$ cat config.mk
export PLATFORM = sky130hd
export DESIGN_NAME = uart_rx_byte
export DESIGN_NICKNAME = d
export VERILOG_FILES = /design/src/rtl/uart_rx_byte.sv
export SDC_FILE = /design/constraint.sdc
export NUM_CORES = 1
export LEC_CHECK = 0
export ABC_AREA = 1
export CAP_MARGIN = 20
export CORE_ASPECT_RATIO = 0.6
export CORE_MARGIN = 3
export CORE_UTILIZATION = 37
export CTS_CLUSTER_DIAMETER = 50
export CTS_CLUSTER_SIZE = 10
export DETAILED_ROUTE_END_ITERATION = 10
export GPL_ROUTABILITY_DRIVEN = 0
export PLACE_DENSITY = 0.55
export SLEW_MARGIN = 25
export SYNTH_ARGS = -nofsm -noshare
export SYNTH_HDL_FRONTEND = slang
export SYNTH_SLANG_ARGS = --single-unit
$ cat constraint.sdc
create_clock -name clk -period 1.7 [get_ports clk]
set_input_delay 0.34 -clock clk [delete_from_list [all_inputs] [get_ports clk]]
set_output_delay 0.34 -clock clk [all_outputs]
set_load 0.05 [all_outputs]
$ cat src/rtl/uart_rx_byte.sv
// uart_rx_byte: oversampling 8N1 UART receiver with majority-vote bit decisions.
// Define UART_RX_PARITY_EN to receive 8E1 frames; bad parity raises RxD_frame_err.
module uart_rx_byte #(
  parameter int CLK_FREQ   = 50_000_000,
  parameter int BAUD       = 115200,
  parameter int OVERSAMPLE = 16
) (
  input  logic       clk,
  input  logic       rst,
  input  logic       RxD,
  output logic [7:0] RxD_data,
  output logic       RxD_data_ready,
  output logic       RxD_idle,
  output logic       RxD_frame_err
);
  localparam int DIV = (CLK_FREQ + BAUD * OVERSAMPLE / 2) / (BAUD * OVERSAMPLE);
  localparam int CW  = DIV > 1 ? $clog2(DIV) : 1;
  localparam int SW  = $clog2(OVERSAMPLE);
  localparam int MID = OVERSAMPLE / 2;
  typedef enum logic [2:0] {
    IDLE, START, DATA,
`ifdef UART_RX_PARITY_EN
    PARITY,
`endif
    STOP, BREAK
  } state_t;
  state_t state, state_nxt;
  logic rx_meta, rxs, rxs_q;
  logic [CW-1:0] cnt;
  logic [SW-1:0] s;
  logic [2:0] idx;
  logic [7:0] sr;
  logic m0, m1, maj, tick, decide, wrap, perr, ok, err, ok_q, err_q;
`ifdef UART_RX_PARITY_EN
  logic par;
  assign perr = ^{sr, par};
`else
  assign perr = 1'b0;
`endif
  assign tick     = state != IDLE && cnt == CW'(DIV - 1);
  assign decide   = tick && s == SW'(MID + 1);
  assign wrap     = tick && s == SW'(OVERSAMPLE - 1);
  assign maj      = (m0 & m1) | (m0 & rxs) | (m1 & rxs);
  assign RxD_idle = state == IDLE;
  always_ff @(posedge clk)
    if (rst) {rx_meta, rxs, rxs_q} <= '1;
    else {rx_meta, rxs, rxs_q} <= {RxD, rx_meta, rxs};
  always_ff @(posedge clk)
    if (rst) state <= IDLE;
    else state <= state_nxt;
  always_comb begin
    state_nxt = state;
    ok = 1'b0;
    err = 1'b0;
    case (state)
      IDLE:  state_nxt = !rxs && rxs_q ? START : IDLE;
      START: state_nxt = decide && maj ? IDLE : wrap ? DATA : START;
`ifdef UART_RX_PARITY_EN
      DATA:   state_nxt = wrap && idx == 3'd7 ? PARITY : DATA;
      PARITY: state_nxt = wrap ? STOP : PARITY;
`else
      DATA:  state_nxt = wrap && idx == 3'd7 ? STOP : DATA;
`endif
      STOP: if (decide) begin
        ok = maj & ~perr;
        err = ~maj | perr;
        state_nxt = maj ? IDLE : BREAK;
      end
      BREAK: state_nxt = rxs ? IDLE : BREAK;
      default: state_nxt = IDLE;
    endcase
  end
  always_ff @(posedge clk)
    if (rst || state == IDLE || tick) cnt <= '0;
    else cnt <= cnt + CW'(1);
  always_ff @(posedge clk)
    if (rst || state == IDLE) s <= '0;
    else if (tick) s <= wrap ? '0 : s + SW'(1);
  // Samples either side of mid-bit feed the 2-of-3 vote with the current rxs.
  always_ff @(posedge clk)
    if (rst) {m0, m1} <= '0;
    else if (tick) begin
      if (s == SW'(MID - 1)) m0 <= rxs;
      if (s == SW'(MID)) m1 <= rxs;
    end
  always_ff @(posedge clk)
    if (rst) begin
      idx <= '0;
      sr <= '0;
    end else begin
      if (state == START) idx <= '0;
      else if (state == DATA && wrap) idx <= idx + 3'd1;
      if (state == DATA && decide) sr[idx] <= maj;
    end
`ifdef UART_RX_PARITY_EN
  always_ff @(posedge clk)
    if (rst) par <= 1'b0;
    else if (state == PARITY && decide) par <= maj;
`endif
  always_ff @(posedge clk)
    if (rst) begin
      {ok_q, err_q, RxD_data_ready, RxD_frame_err} <= '0;
      RxD_data <= '0;
    end else begin
      {ok_q, err_q} <= {ok, err};
      {RxD_data_ready, RxD_frame_err} <= {ok_q, err_q};
      if (ok_q) RxD_data <= sr;
    end
endmodule

==> results.sh <==
export IMPL_async_flop_share_pct=0
export IMPL_worstSetupPathType="reg -> out"
export IMPL_cts_path_max_buffers=2
export IMPL_synthFlopType="dfxtp_1"
export IMPL_drive_above_1_share_pct=16.6
export IMPL_dieArea_mm2=0.00589
export IMPL_fmax_mhz=645
export IMPL_peakVddDrop_mv=0.337
export IMPL_crit_chain="nor2_2 > nand2_4 > inv_2 > buf_12"
export IMPL_syn_area_mm2=0.00184
export IMPL_placementRows=19
export IMPL_cts_tree="done"
export IMPL_drc=0
export IMPL_cts_htree_levels=2
export IMPL_layout_nets=269
export IMPL_drtPass1Iterations=4
export IMPL_crit_buf_inv=2
export IMPL_syn_avg_cell_area_um2=7.71
export IMPL_die_h_um=60.7
export IMPL_tns_ns=0
export IMPL_reg2reg_slack_ns=0.18
export IMPL_vias=1458
export IMPL_syn_inst=239
export IMPL_critPathRequiredTime_ns=1.36
export IMPL_min_path_type="reg -> reg"
export IMPL_synth_top_area_share_pct=43.4
export IMPL_synth_fp_nets=249
export IMPL_cts_root_buf="clkbuf_8"
export IMPL_arrival_ns=1.21
export IMPL_clk_pin_slew_ns=0.07
export IMPL_antenna_cells=0
export IMPL_finish_utilization_pct=44.9
export IMPL_start_util_pct=39.4
export IMPL_grt_pass1_vias=1269
export IMPL_ys_warn_count=0
export IMPL_startpoint_type="register"
export IMPL_yosysTopAreaCell="dfxtp_1"
export IMPL_powerDensity_mw_per_mm2=756
export IMPL_hold_viol_final=0
export IMPL_fin_worst_skew_ns=0.00328
export IMPL_area_growth_pct=14.1
export IMPL_die_x_um=97.1
export IMPL_worstHoldStart="err_q"
export IMPL_grt_max_degree=18
export IMPL_finalMaxSlewViolations=0
export IMPL_synth_seq_cells=40
export IMPL_gr_total_overflow=0
export IMPL_cts_inserted_buffers=5
export IMPL_antenna_found_initial=0
export IMPL_grtUsageMet2_pct=16.4
export IMPL_cp_top_family="flip-flops"
export IMPL_synth_edff_count=0
export IMPL_grt_pass1_wl_mm=6.31
export IMPL_insertion_delay_ns=0.28
export IMPL_routed_wl_mm=3.68
export IMPL_crit_path_max_fanout=4
export IMPL_postCtsSetupBuffers=0
export IMPL_clock_sinks=40
export IMPL_r2r_end="m1"
export IMPL_track_usage_pct=13.6
export IMPL_ys_top_cells_by_area="dfxtp_1, nand2_1, nor2_1"
export IMPL_dp_hpwl_mm=2.75
export IMPL_holdPathEnd="RxD_frame_err"
export IMPL_relSlewSlack_pct=75.8
export IMPL_synth_distinct_cells=32
export IMPL_use_met1_pct=22.1
export IMPL_rsz0062_at_grt="no"
export IMPL_r2r_cells=9
export IMPL_port_buffers=13
export IMPL_max_stage_delay_ns=0.37
export IMPL_setup_worst_path_end_class="output pin"
export IMPL_core_mm2=0.00468
export IMPL_hold_buffers=0
export IMPL_antenna_left=0
export IMPL_rr_startpoint="cnt[0]"
export IMPL_worst_slew_pin_slew_ns=0.361
export IMPL_ios=14
export IMPL_status="completed"
export IMPL_ys_seq_area_share_pct=43.4
export IMPL_power_leakage_nw=0.893
export IMPL_fill_cells=478
export IMPL_holdPathStages=2
export IMPL_drv_cap=0
export IMPL_critical_path_slowest_cell="dfxtp_1"
export IMPL_min_period_ns=1.55
export IMPL_detail_route_wl_per_cell_um=11.4
export IMPL_period_share_pct=91.2
export IMPL_setup_viol=0
export IMPL_avgViaCountPerCell=4.53
export IMPL_use_met3_pct=4.25
export IMPL_busiest_layer="met1"
export IMPL_drtIter0Drc=70
-- state kept, by name (all words and copies together), names as in the netlist, 3 cells and up --
signal    flops
RxD_data      8
sr            8
cnt           5
s             4
idx           3
state         3
-- cell type report --
type,count,area [um^2],share of cell area [%]
repair buffers,18,153,7.26
clock buffers,6,72.6,3.45
well taps,63,78.8,3.75
flip-flops and latches,40,801,38.1
multi-input cells,166,888,42.2
inverters,28,105,5.00
clock inverters,1,5.00,0.238
-- worst reg2reg max path, stage by stage, from the launching register on --
cell     delay, ns
dfxtp_1       0.34
inv_1         0.06
ha_1          0.14
nand2_1       0.11
inv_1         0.07
nand2_1       0.11
nor2_4        0.22
nand3_1       0.16
o21ai_0       0.17
a21oi_1       0.05
-- where the power goes --
part           switching [mW]  internal [mW]
clock                   0.308          0.279
sequential            0.00556          0.941
combinational          0.0346         0.0220
total                   0.348           1.24
-- routing by layer --
metal / vias to the layer above / wire, um
li1: 810 / -
met5: - / 0
met4: 0 / 31
met2: 23 / 1200
met1: 621 / 2280
met3: 4 / 173
-- per-stage QoR --
| step | hold slack, ns | cell area (um^2) | power, mW | setup WS [ns] | instances |
|---|---|---|---|---|---|
| floorplan | 0.388 | 1840 | 1.00 | 0.363 | 239 |
| global placement | 0.392 | 2030 | 1.03 | 0.193 | 315 |
| detailed placement | 0.396 | 2030 | 1.03 | 0.174 | 315 |
| CTS | 0.405 | 2100 | 1.62 | 0.135 | 322 |
| global route | 0.431 | 2100 | 1.67 | 0.0143 | 322 |
| finish | 0.402 | 2100 | 1.59 | 0.150 | 322 |
-- worst max-delay path by stage --
| stage | cells past startpoint | to | startpoint | slack (ns) |
|---|---|---|---|---|
| floorplan | 10 | sr[7] | cnt[0] | 0.36 |
| global placement | 9 | state[0] | cnt[0] | 0.19 |
| detailed placement | 7 | s[3] | rst | 0.17 |
| CTS | 4 | RxD_idle | state[0] | 0.14 |
| global route | 9 | m1 | cnt[0] | 0.01 |
| finish | 4 | RxD_idle | state[0] | 0.15 |
-- synth_stat cells, types with 2 or more instances --
cell type,n
or2_2,4
nand2_4,2
nor2_4,3
dfxtp_1,40
nor2_1,37
ha_1,7
nand2_1,43
inv_2,5
a21oi_1,18
nand3_1,17
inv_1,22
nand4_1,8
o21ai_0,11
xor2_1,2
nor3_1,3
-- kinds of logic (layout without fill, tap and decap cells) --
logic type / after synthesis / count (layout) / synth area share [%]
fa+ha+maj: 7 / 7 / 4.75
flops: 40 / 40 / 43.4
buf+inv: 33 / 53 / 8.35
compound gates: 33 / 33 / 9.57
xor+xnor: 2 / 2 / 0.951
simple gates: 124 / 124 / 32.9
-- cells in the final DEF, fill, tap and decap left out, types with 2 or more instances in the layout --
master / instances
inv_1: 22
nand3_1: 17
o21ai_0: 10
nor2_4: 3
clkdlybuf4s50_1: 2
a21oi_1: 18
dfxtp_1: 40
clkbuf_8: 5
nand2_4: 2
nand2_1: 43
or2_2: 4
buf_4: 15
nor2_1: 37
xor2_1: 2
ha_1: 7
nor3_1: 3
nand4_1: 8
inv_2: 5
-- timing repair --
| item | 4_1_cts | 5_1_grt |
|---|---|---|
| hold endpoints to repair | 0 | 0 |
| endpoints found under the setup margin | 0 | 1 |
| resized for setup | 0 | 1 |
(Power assumes the default switching activity.)
